--- src/rtl/line_rasterizer.sv ---
// line_rasterizer: write-side producer for the vector framebuffer.
// Pops one line request at a time, rasterizes it with integer Bresenham at
// one pixel per clock, and drives registered framebuffer write signals.
module line_rasterizer #(
  parameter int H_RES = 640,
  parameter int V_RES = 480,
  parameter int XW    = 10,
  parameter int YW    = 9,
  parameter int AW    = 19,
  parameter int EW    = 13
) (
  input  logic          clk,
  input  logic          rst,
  input  logic          lrq_empty,
  input  logic [XW-1:0] lrq_x0,
  input  logic [YW-1:0] lrq_y0,
  input  logic [XW-1:0] lrq_x1,
  input  logic [YW-1:0] lrq_y1,
  input  logic [3:0]    lrq_color,
  output logic          lrq_rd,
  input  logic          hold,
  output logic [AW-1:0] w_addr,
  output logic [3:0]    color_w,
  output logic          en_w,
  output logic          line_done,
  output logic          busy
);

  typedef enum logic [1:0] {
    IDLE  = 2'd0,
    SETUP = 2'd1,
    DRAW  = 2'd2,
    DONE  = 2'd3
  } state_t;

  localparam logic [XW-1:0] H_LIM = XW'(H_RES);
  localparam logic [YW-1:0] V_LIM = YW'(V_RES);

  state_t               state_q, state_d;
  logic [XW-1:0]        cur_x_q, cur_x_d;
  logic [YW-1:0]        cur_y_q, cur_y_d;
  logic [XW-1:0]        x1_q, x1_d;
  logic [YW-1:0]        y1_q, y1_d;
  logic [3:0]           color_q, color_d;
  logic signed [EW-1:0] dx_q, dx_d;
  logic signed [EW-1:0] dy_q, dy_d;
  logic signed [EW-1:0] err_q, err_d;
  logic                 sx_neg_q, sx_neg_d;
  logic                 sy_neg_q, sy_neg_d;

  logic                 lrq_rd_q, lrq_rd_d;
  logic [AW-1:0]        w_addr_q, w_addr_d;
  logic [3:0]           color_w_q, color_w_d;
  logic                 en_w_q, en_w_d;
  logic                 line_done_q, line_done_d;
  logic                 busy_q, busy_d;

  logic [XW-1:0]        dx_abs_s;
  logic [YW-1:0]        dy_abs_s;
  logic signed [EW-1:0] e2_s;
  logic signed [EW-1:0] err_n_s;
  logic [AW-1:0]        addr_s;
  logic                 visible_s;
  logic                 at_end_s;

  // Datapath helpers: endpoint deltas, pixel address, clip test, end test.
  always_comb begin
    dx_abs_s  = (x1_q >= cur_x_q) ? (x1_q - cur_x_q) : (cur_x_q - x1_q);
    dy_abs_s  = (y1_q >= cur_y_q) ? (y1_q - cur_y_q) : (cur_y_q - y1_q);
    e2_s      = $signed({err_q[EW-2:0], 1'b0});
    // y*640 + x as (y<<9) + (y<<7) + x
    addr_s    = AW'({cur_y_q, 9'd0}) + AW'({cur_y_q, 7'd0}) + AW'(cur_x_q);
    visible_s = (cur_x_q < H_LIM) && (cur_y_q < V_LIM);
    at_end_s  = (cur_x_q == x1_q) && (cur_y_q == y1_q);
  end

  // Next-state and registered-output logic for the rasterizer FSM.
  always_comb begin
    state_d     = state_q;
    cur_x_d     = cur_x_q;
    cur_y_d     = cur_y_q;
    x1_d        = x1_q;
    y1_d        = y1_q;
    color_d     = color_q;
    dx_d        = dx_q;
    dy_d        = dy_q;
    err_d       = err_q;
    sx_neg_d    = sx_neg_q;
    sy_neg_d    = sy_neg_q;
    lrq_rd_d    = 1'b0;
    w_addr_d    = w_addr_q;
    color_w_d   = color_w_q;
    en_w_d      = 1'b0;
    line_done_d = 1'b0;
    err_n_s     = err_q;

    case (state_q)
      IDLE: begin
        if (!lrq_empty && !hold) begin
          // Start point is held directly in the cursor registers.
          lrq_rd_d = 1'b1;
          cur_x_d  = lrq_x0;
          cur_y_d  = lrq_y0;
          x1_d     = lrq_x1;
          y1_d     = lrq_y1;
          color_d  = lrq_color;
          state_d  = SETUP;
        end else begin
          state_d  = IDLE;
        end
      end
      SETUP: begin
        dx_d     = $signed({{(EW-XW){1'b0}}, dx_abs_s});
        dy_d     = -$signed({{(EW-YW){1'b0}}, dy_abs_s});
        err_d    = $signed({{(EW-XW){1'b0}}, dx_abs_s})
                 - $signed({{(EW-YW){1'b0}}, dy_abs_s});
        sx_neg_d = !(cur_x_q < x1_q);
        sy_neg_d = !(cur_y_q < y1_q);
        state_d  = DRAW;
      end
      DRAW: begin
        if (!hold) begin
          en_w_d    = visible_s;
          w_addr_d  = addr_s;
          color_w_d = color_q;
          if (at_end_s) begin
            state_d = DONE;
          end else begin
            // Both tests use e2 from the pre-update error.
            if (e2_s >= dy_q) begin
              err_n_s = err_n_s + dy_q;
              cur_x_d = sx_neg_q ? (cur_x_q - XW'(1)) : (cur_x_q + XW'(1));
            end else begin
              cur_x_d = cur_x_q;
            end
            if (e2_s <= dx_q) begin
              err_n_s = err_n_s + dx_q;
              cur_y_d = sy_neg_q ? (cur_y_q - YW'(1)) : (cur_y_q + YW'(1));
            end else begin
              cur_y_d = cur_y_q;
            end
            err_d = err_n_s;
          end
        end else begin
          en_w_d = 1'b0;
        end
      end
      DONE: begin
        line_done_d = 1'b1;
        state_d     = IDLE;
      end
      default: begin
        state_d = IDLE;
      end
    endcase

    busy_d = (state_d != IDLE);
  end

  // State and output registers with synchronous active-low reset.
  always_ff @(posedge clk) begin
    if (!rst) begin
      state_q     <= IDLE;
      cur_x_q     <= '0;
      cur_y_q     <= '0;
      x1_q        <= '0;
      y1_q        <= '0;
      color_q     <= '0;
      dx_q        <= '0;
      dy_q        <= '0;
      err_q       <= '0;
      sx_neg_q    <= 1'b0;
      sy_neg_q    <= 1'b0;
      lrq_rd_q    <= 1'b0;
      w_addr_q    <= '0;
      color_w_q   <= '0;
      en_w_q      <= 1'b0;
      line_done_q <= 1'b0;
      busy_q      <= 1'b0;
    end else begin
      state_q     <= state_d;
      cur_x_q     <= cur_x_d;
      cur_y_q     <= cur_y_d;
      x1_q        <= x1_d;
      y1_q        <= y1_d;
      color_q     <= color_d;
      dx_q        <= dx_d;
      dy_q        <= dy_d;
      err_q       <= err_d;
      sx_neg_q    <= sx_neg_d;
      sy_neg_q    <= sy_neg_d;
      lrq_rd_q    <= lrq_rd_d;
      w_addr_q    <= w_addr_d;
      color_w_q   <= color_w_d;
      en_w_q      <= en_w_d;
      line_done_q <= line_done_d;
      busy_q      <= busy_d;
    end
  end

  assign lrq_rd    = lrq_rd_q;
  assign w_addr    = w_addr_q;
  assign color_w   = color_w_q;
  assign en_w      = en_w_q;
  assign line_done = line_done_q;
  assign busy      = busy_q;

endmodule

--- config.mk ---
export PLATFORM = sky130hd
export DESIGN_NAME = line_rasterizer
export DESIGN_NICKNAME = d
export VERILOG_FILES = /design/src/rtl/line_rasterizer.sv
export SDC_FILE = /design/constraint.sdc
export NUM_CORES = 1
export LEC_CHECK = 0
export BUFFER_PORTS_ARGS = -buffer_cell sky130_fd_sc_hd__buf_2
export CAP_MARGIN = 10
export CORE_MARGIN = 4
export CORE_UTILIZATION = 31
export DETAILED_ROUTE_END_ITERATION = 10
export GPL_TIMING_DRIVEN = 0
export PLACE_DENSITY = 0.56
export SLEW_MARGIN = 40
export SYNTH_ARGS = -nofsm -noshare
export SYNTH_HDL_FRONTEND = slang
export SYNTH_SLANG_ARGS = --single-unit
--- constraint.sdc ---
create_clock -name clk -period 10.55 [get_ports clk]
set_clock_uncertainty 0.2 [all_clocks]
set_input_delay 3.165 -clock clk [delete_from_list [all_inputs] [get_ports clk]]
set_output_delay 3.165 -clock clk [all_outputs]
set_load 0.05 [all_outputs]
==> results of run 1 <==
-- layout make-up --
| type | count | area, µm² |
|---|---|---|
| fill | 3155 | 18700 |
| multi-input combinational | 916 | 6450 |
| sequential | 108 | 2160 |
| tap | 384 | 480 |
| inverter | 106 | 398 |
| timing repair buffer | 73 | 372 |
| clock buffer | 10 | 229 |
| buffer | 48 | 201 |
| clock inverter | 6 | 56.3 |
-- state kept, by name, indices dropped and copies added (netlist names), 2 cells and up --
signal,count
cur_x_q,10
dy_q,13
y1_q,9
color_q,4
w_addr,19
x1_q,10
err_q,12
color_w,4
state_q,2
dx_q,10
cur_y_q,9
-- power by group through the flow --
stage	logic, mW	registers [mW]	clock network, mW
2_1_floorplan	0.841	0.479	0
3_3_place_gp	1.07	0.491	0
3_5_place_dp	1.09	0.492	0
4_1_cts	1.09	0.482	0.352
5_1_grt	1.23	0.487	0.366
6_report	1.10	0.482	0.344
-- worst paths after layout --
check,cells past startpoint,endpoint,slack (ps)
max,16,err_q[9]$_SDFFE_PN0P_,5230
max reg2reg,16,err_q[9]$_SDFFE_PN0P_,5230
min,2,w_addr[2]$_SDFFE_PN0P_,260
min reg2reg,2,w_addr[2]$_SDFFE_PN0P_,260
-- cells by family (layout without fill, tap and decap cells) --
kind of cell	Yosys count	in the layout	synth area share
simple gates	360	360	0.182
flops	108	108	0.235
xor+xnor	52	52	0.0495
mux	41	41	0.0463
compound gates	326	326	0.227
fa+ha+maj	137	137	0.195
buf+inv	154	243	0.0650
-- tightest hold or removal path: cells and delay by family, from the launching register on --
kind	cells	cell delay, ps
AND/OR/NAND/NOR	1	50
flip-flops	1	320
AO/OA/AOI/OAI	1	50
-- cells in the final DEF, fill, tap and decap left out, types with 6 or more instances in the layout --
cell,n
nor3_1,18
a211oi_1,29
o21ai_0,63
o211ai_1,7
inv_1,106
nor2_1,89
or3_1,8
nand3b_1,7
mux2_2,13
nand3_1,30
dfxtp_1,108
nor2b_1,18
nand2b_1,6
buf_2,76
xnor2_1,38
a21oi_1,122
xor2_1,14
and2_1,9
nand2_1,134
o21a_1,10
fa_1,11
a21o_1,19
ha_1,126
o21bai_1,8
mux2i_1,28
clkbuf_1,39
clkbuf_16,9
nand4_1,12
-- per-layer routing --
layer | vias to the layer above | routed length, µm | GRT usage | part of all wire
met3 | 50 | 1150 | 0.0309 | 0.041
met5 | - | 58 | 0 | 0.0021
met2 | 158 | 13200 | 0.291 | 0.47
met4 | 8 | 894 | 0.0572 | 0.032
li1 | 4318 | - | - | -
met1 | 3956 | 12900 | 0.218 | 0.46
==> results.cfg, run 1 <==
[outcome]
status = completed

[power_and_ir_drop]
combPwrFrac = 0.571
clock_power_share = 0.179
power_mw = 1.93
powerDensity_mw_per_mm2 = 186
p_int_mw = 1.06
p_leak_nw = 4.39
power_switching_mw = 0.869
ir_worst_vdd_v = 0.0000778
switching_share = 0.451
power_frac_seq = 0.251

[clock_tree]
ctsHoldBuffers = 0
cts_tree = yes
cts.sinks = 108
cts_made_buffers = 9
cts_resized = 0
postCtsSetupRepairBufs = 0
clock_latency_ps = 370
cts_buffer_depth = 2
cts-root-buf = clkbuf_16
clk_pin_slew_worst_paths_ps = 80
htree_levels = 3

[die]
rows = 62
pin_count = 73
die_w_um = 180
placeableCoreArea_mm2 = 0.0290
die_area_mm2 = 0.0325
die-height_um = 180
start_util = 0.317

[route]
viasPerCell = 5.14
drc_errors = 0
routed_wl_mm = 28.1
detail-route-antenna-nets = 0
drt_iter0_drc = 443
first_pass_iters = 5
vias = 8490
post_drt_wl_per_cell_um = 17.0

[synthesis]
ys_types = 71
synth_top_area_share = 0.235
synth_top_flop_cell = dfxtp_1
synthesis.nets = 1361
avgSynthCellArea_um2 = 7.82
synth_area_mm2 = 0.00921
ys_top_cells_by_count = 134 x nand2_1, 126 x ha_1, 123 x a21oi_1
async_flop_share = 0
synthMostInstantiatedCell = nand2_1
synth_area_leaders = dfxtp_1 23%, ha_1 17%, a21oi_1 6.7%, nand2_1 5.5%, inv_1 4.3%
synth_edf_count = 0
ys_ff_latch = 108
synth-warning-count = 0
yosysSeqAreaShare = 0.235
yosysTopAreaCell = dfxtp_1
syn_inst = 1178

[sta]
worst_slack_ps = 5230
holdWs_ps = 258
worst_slew_margin_rel = 0.424
finalSetupViolations = 0
min_period_ps = 5320
fmax_ghz = 0.188
setup-tns-final_ps = 0
period_share = 0.504
worst_pin_slew_ps = 864
hold_viol = 0
rsz0062_at_grt = no
maxSlewViolCount = 0

[setup_path]
slowest_stage = dfxtp_1
cp_cell_sequence = inv_1 > ha_1 > nand3b_1 > nand2_1 > a21oi_1 > nand2_1 > mux2i_1 > mux2_2 > a311o_1 > ha_1 > nand2_1 > o41ai_1 > nor3b_1 > mux2_2 > o21ai_0 > and3_1
end_kind = flop
critPathLaunchType = flop
path_delay_family = compound AO/OA/AOI/OAI gates
cp_slowest_stage_delay_ps = 600
crit_required_ps = 10650
path_buf_inv = 1
cp-startpoint = cur_y_q[1]$_SDFFE_PN0P_
worstPathArrival_ps = 5420
cpMostUsedCell = nand2_1
critPathMaxFanout = 7
path_class = flop to flop
r2r-start = cur_y_q[1]$_SDFFE_PN0P_

[min_path]
min_from = w_addr[2]$_SDFFE_PN0P_
hold_path.class = flop to flop

[final_layout]
fin_util = 0.357
diodes = 0
post_route_cells_drive_above_1_share = 0.0994
nNetsFinal = 1445
syn_to_final_growth_pct = 12.4
fin_area_mm2 = 0.0103
layout.cells.non_filler = 1651

[grt]
overflow = 0
grt_pass1_wl_mm = 45.3
grt_use_total = 0.171
grt_pass1_vias = 8428
grt_antenna_before_repair = 4
grt_max_degree = 20

[flow_run]
cap_violations = 0

[placement]
dp_hpwl_mm = 22.8
gp_congestion = 0.893
port_buffers = 72
placed_cells = 1634
pre_cts_ws_ps = 5000
placed_cell_area_mm2 = 0.0100
Note: power is estimated with default switching activity, not from simulation.
==> run 2, diff against run 1 <==
ABC_AREA = 1   (was default)
PLACE_DENSITY = 0.57   (was 0.56)
clock period = 4.3 ns   (was 10.55 ns; I/O delays follow)
==> run 2 against run 1 <==
Net effect: routed wire length increased by 8.1%; final cell count increased by 20%; sequential share of layout area fell by 1.3 points; maximum frequency rose by 32%; global-route usage is essentially flat; critical endpoint unchanged; critical path depth is 8 higher; highest routed layer unchanged; sequential power rose by 140%.
==> results.cfg, run 2 <==
[outcome]
status = completed

[setup_path]
path_class = flop to flop
cp_slowest_stage_delay_ps = 480
r2r-start = cur_x_q[7]$_SDFFE_PN0P_
critPathMaxFanout = 10
critPathLaunchType = flop
slowest_stage = dfxtp_1
cp_cell_sequence = inv_1 > ha_1 > buf_2 > nand2_1 > nor2_1 > nand2_1 > nand3_1 > clkbuf_4 > nand2_1 > nand2_1 > xor2_2 > inv_1 > ha_1 > a21oi_1 > nand2_1 > nand3_1 > nand3_1 > nand2_1 > nand2_1 > a21oi_1 > a21oi_1 > nor2_1 > nor2_1 > nor2_1
crit_required_ps = 4410
end_kind = flop
rr_endpoint = err_q[9]$_SDFFE_PN0P_
reg2reg_setup_slack_ps = 270
worstPathArrival_ps = 4150
ff2ff_path_depth = 24
cpMostUsedCell = nand2_1

[sta]
hold_viol = 0
rsz0062_at_grt = no
worst_pin_slew_ps = 781
period_share = 0.938
min_period_ps = 4030
worst_slack_ps = 265
maxSlewViolCount = 0
fmax_ghz = 0.248
worst_slew_margin_rel = 0.479
finalSetupViolations = 0

[die]
start_util = 0.313
die-height_um = 186
die_w_um = 186
rows = 65
pin_count = 73
placeableCoreArea_mm2 = 0.0315
die_area_mm2 = 0.0347

[route]
detail-route-antenna-nets = 0
drt_iter0_drc = 537
routed_wl_mm = 30.4
post_drt_wl_per_cell_um = 15.3
first_pass_iters = 6
drc_errors = 0
vias = 9742
viasPerCell = 4.91

[synthesis]
syn_inst = 1494
async_flop_share = 0
avgSynthCellArea_um2 = 6.60
synthMostInstantiatedCell = nand2_1
synth_top_area_share = 0.219
ys_top_cells_by_count = 335 x nand2_1, 226 x inv_1, 141 x a21oi_1
synth_edf_count = 0
synth_area_mm2 = 0.00986
yosysTopAreaCell = dfxtp_1
ys_types = 49
synth_top_flop_cell = dfxtp_1
synthesis.nets = 1677
synth-warning-count = 0
ys_ff_latch = 108
synth_area_leaders = dfxtp_1 22%, ha_1 16%, nand2_1 13%, inv_1 8.6%, a21oi_1 7.2%
yosysSeqAreaShare = 0.219

[final_layout]
seq_area_mm2 = 0.00217
syn_to_final_growth_pct = 12.3
fin_util = 0.352
fillers = 3407
final_cell_mix = 335 x nand2_1, 226 x inv_1, 140 x a21oi_1
post_route_cells_drive_above_1_share = 0.101
layout_commonest_cell = nand2_1
fin_area_mm2 = 0.0111
nNetsFinal = 1759
largest_register_ffs = 19
multiInputGateArea_mm2 = 0.00667

[clock_tree]
cts_made_buffers = 9
htree_levels = 3
cts-root-buf = clkbuf_16
clk_pin_slew_worst_paths_ps = 90
clock_latency_ps = 370
cts.sinks = 108
cts_buffer_depth = 2
postCtsSetupRepairBufs = 0
cts_tree = yes

[grt]
grt_antenna_before_repair = 3
grt_pass1_wl_mm = 48.6
grt_pass1_vias = 9331
grt_max_degree = 21
overflow = 0
grt_use_total = 0.170

[flow_run]
cap_violations = 0

[min_path]
hold_path.class = flop to flop
min_from = dy_q[12]$_SDFFE_PN0N_
worstHoldEndpoint = dy_q[12]$_SDFFE_PN0N_
min_path_cells = 2

[placement]
gp_congestion = 0.924
port_buffers = 71
pre_cts_ws_ps = -119
placed_cell_area_mm2 = 0.0107
dp_hpwl_mm = 25.0

[power_and_ir_drop]
ir_worst_vdd_v = 0.000177
power_mw = 4.71
p_leak_nw = 5.62
powerDensity_mw_per_mm2 = 426
run 2: kinds of logic after synthesis:
logic type	count (synthesis)	synth area share
AO/OA/AOI/OAI	336	0.187
XOR/XNOR	54	0.0480
adder cells (fa/ha/maj)	137	0.182
buffers and inverters	273	0.107
flip-flops	108	0.219
AND/OR/NAND/NOR	586	0.257
run 2: how the worst max path moves through the flow:
| stage | startpoint | endpoint | slack (ps) | depth (start not counted) |
|---|---|---|---|---|
| after floorplan | dy_q[12]$_SDFFE_PN0N_ | err_q[8]$_SDFFE_PN0P_ | 860 | 26 |
| after global placement | cur_x_q[1]$_SDFFE_PN0P_ | err_q[10]$_SDFFE_PN0P_ | -80 | 22 |
| after detailed placement | cur_x_q[1]$_SDFFE_PN0P_ | err_q[10]$_SDFFE_PN0P_ | -120 | 22 |
| after CTS | cur_x_q[1]$_SDFFE_PN0P_ | err_q[10]$_SDFFE_PN0P_ | 80 | 22 |
| after global routing | cur_x_q[7]$_SDFFE_PN0P_ | err_q[9]$_SDFFE_PN0P_ | 9 | 25 |
| final | cur_x_q[7]$_SDFFE_PN0P_ | err_q[9]$_SDFFE_PN0P_ | 270 | 24 |
run 2: cell type report:
type                       count  share of cell area
antenna                        1            0.000226
sequential                   108               0.196
multi-input combinational   1113               0.602
timing repair buffer          71              0.0321
tap                          402              0.0454
inverter                     234              0.0793
buffer                        39              0.0160
clock inverter                 7             0.00836
clock buffer                   9              0.0203
run 2: where the power goes:
part | switching (mW) | leakage [nW] | internal (mW)
combinational | 1.73 | 4.58 | 0.904
sequential | 0.0838 | 0.885 | 1.07
clock | 0.456 | 0.155 | 0.469
run 2: timing repair:
action,4_1_cts,5_1_grt
hold buffers,0,0
gates resized for setup,1,12
setup endpoints to repair,3,5
run 2: routing by layer:
layer	wire length, µm	part of all wire	GRT usage
met1	14100	0.46	0.224
met2	14400	0.47	0.296
met3	1470	0.048	0.0269
met4	458	0.015	0.0370
met5	27	0.00089	0
run 2: worst max-delay path: cells and delay by family (launching register included):
kind / cells / cell delay (ps)
fa+ha+maj: 2 / 610
compound gates: 3 / 390
simple gates: 14 / 1480
flops: 1 / 480
xor+xnor: 1 / 240
buf+inv: 4 / 560
run 2: through the flow:
stage / setup TNS [ps] / hold WS (ps) / instances
global route: 0 / 304 / 1984
CTS: 0 / 280 / 1983
finish: 0 / 277 / 1984
floorplan: 0 / 245 / 1494
global placement: -167 / 262 / 1967
detailed placement: -259 / 268 / 1967
==> run 3, diff against run 2 <==
PLACE_DENSITY = 0.56   (was 0.57)
clock period = 3.8 ns   (was 4.3 ns; I/O delays follow)
==> run 3 against run 2 <==
Net effect: combinational power up 34%; count of clock-buffer cells in the layout increased by 1; sequential cell count did not move; die area stayed put; setup slack worse by 130 ps; sequential share of layout area is 0.67 points lower; critical path depth up 4; routed wire length up 3.7%; first-iteration DRC count down 19%.
==> results.cfg, run 3 (synthesis gave the netlist of run 2 again) <==
[sta]
maxSlewViolCount = 0
period_share = 0.964
rsz0062_at_grt = yes
min_period_ps = 3660
fmax_ghz = 0.273
hold_viol = 0
worst_slack_ps = 138
worst_slew_margin_rel = 0.453
worst_pin_slew_ps = 821
finalSetupViolations = 0
holdWs_ps = 271

[clock_tree]
cts_buffer_depth = 2
clock_latency_ps = 370
cts_tree = yes
cts-root-buf = clkbuf_16
clk_pin_slew_worst_paths_ps = 80
ctsHoldBuffers = 0
cts.sinks = 108
htree_levels = 3
cts_made_buffers = 9

[die]
die_area_mm2 = 0.0347
placeableCoreArea_mm2 = 0.0315
start_util = 0.313
die-height_um = 186
die_w_um = 186
pin_count = 73
rows = 65

[setup_path]
cp_slowest_stage_delay_ps = 400
ff2ff_path_depth = 28
cpMostUsedCell = nand2_2
crit_cells = 28
path_buf_inv = 4
path_delay_family = simple AND/OR/NAND/NOR gates
critPathLaunchType = flop
crit_required_ps = 3870
r2r-start = x1_q[0]$_SDFFE_PN0P_
cp-startpoint = x1_q[0]$_SDFFE_PN0P_
critPathMaxFanout = 7
worstPathArrival_ps = 3740
end_kind = flop
path_class = flop to flop
slowest_stage = fa_2

[power_and_ir_drop]
ir_worst_vdd_v = 0.000298
power_mw = 5.88
powerDensity_mw_per_mm2 = 505
p_leak_nw = 5.76

[final_layout]
fin_area_mm2 = 0.0116
post_route_cells_drive_above_1_share = 0.164
final_cell_mix = 323 x nand2_1, 217 x inv_1, 133 x a21oi_1
syn_to_final_growth_pct = 18.1
layout_commonest_cell = nand2_1
nNetsFinal = 1780
fin_util = 0.370
fillers = 3390
largest_register_ffs = 19

[min_path]
min_path_cells = 2
hold_path.class = flop to flop
min_from = dy_q[12]$_SDFFE_PN0N_

[flow_run]
cap_violations = 0

[route]
detail-route-antenna-nets = 0
vias = 9957
post_drt_wl_per_cell_um = 15.7
drc_errors = 0
viasPerCell = 4.97
drt_iter0_drc = 436
routed_wl_mm = 31.5
first_pass_iters = 5

[grt]
grt_use_total = 0.174
overflow = 0
grt_pass1_wl_mm = 49.1
grt_pass1_vias = 9506
grt_max_degree = 19
grt_antenna_before_repair = 3

[placement]
dp_hpwl_mm = 25.2
pre_cts_ws_ps = -652
placed_cell_area_mm2 = 0.0107
port_buffers = 71
gp_congestion = 0.909

[outcome]
status = completed
## run 3: cell count changes in the layout (fill, tap and decap cells not counted), sizes merged
cell | previous run | this run
clkinv | 3 | 2
buf | 82 | 104
inv | 237 | 236
## run 3: final timing paths
kind	endpoint	slack (ps)
setup / recovery	err_q[9]$_SDFFE_PN0P_	140
setup reg to reg	err_q[9]$_SDFFE_PN0P_	140
hold reg to reg	dy_q[12]$_SDFFE_PN0N_	270
hold / removal	dy_q[12]$_SDFFE_PN0N_	270
## run 3: worst min-delay path: stages, from the launching register on
cell and delay, ps:
dfxtp_1 310, nand2_1 60, a21oi_1 50
## run 3: final cells by class
| class | instances | area, µm² | share of cell area |
|---|---|---|---|
| diodes | 1 | 2.50 | 0.000215 |
| well taps | 402 | 503 | 0.0432 |
| plain buffers | 39 | 193 | 0.0165 |
| flip-flops and latches | 108 | 2200 | 0.189 |
| inverters | 234 | 886 | 0.0761 |
| clock inverters | 5 | 70.1 | 0.00602 |
| clock buffers | 10 | 239 | 0.0205 |
| repair buffers | 92 | 531 | 0.0456 |
| multi-input cells | 1113 | 7020 | 0.603 |
## run 3: layer usage
metal | part of all wire | wire, µm | vias up | track usage
met5 | 0.0012 | 39 | - | 0
met4 | 0.021 | 648 | 6 | 0.0509
li1 | - | - | 5093 | -
met1 | 0.44 | 14000 | 4591 | 0.217
met2 | 0.48 | 15200 | 227 | 0.308
met3 | 0.054 | 1690 | 40 | 0.0299
## run 3: per-stage QoR
stage                     std cells  TNS, ps
after floorplan                1494        0
after global placement         1967    -3530
after detailed placement       1967    -3770
after CTS                      1985        0
after global routing           2003     -204
final                          2004        0
## run 3: repair_timing
action | CTS | global route
resized for setup | 27 | 95
endpoints found under the setup margin | 11 | 9
pin swaps | 2 | 25
hold endpoints to repair | 0 | 0
gates cloned | 0 | 1
buffers inserted | 3 | 17
## run 3: power breakdown
| group | internal, mW | switching, mW | leakage [nW] |
|---|---|---|---|
| logic | 1.35 | 2.18 | 4.71 |
| clock network | 0.539 | 0.494 | 0.153 |
| registers | 1.22 | 0.100 | 0.893 |
| total | 3.11 | 2.77 | 5.76 |
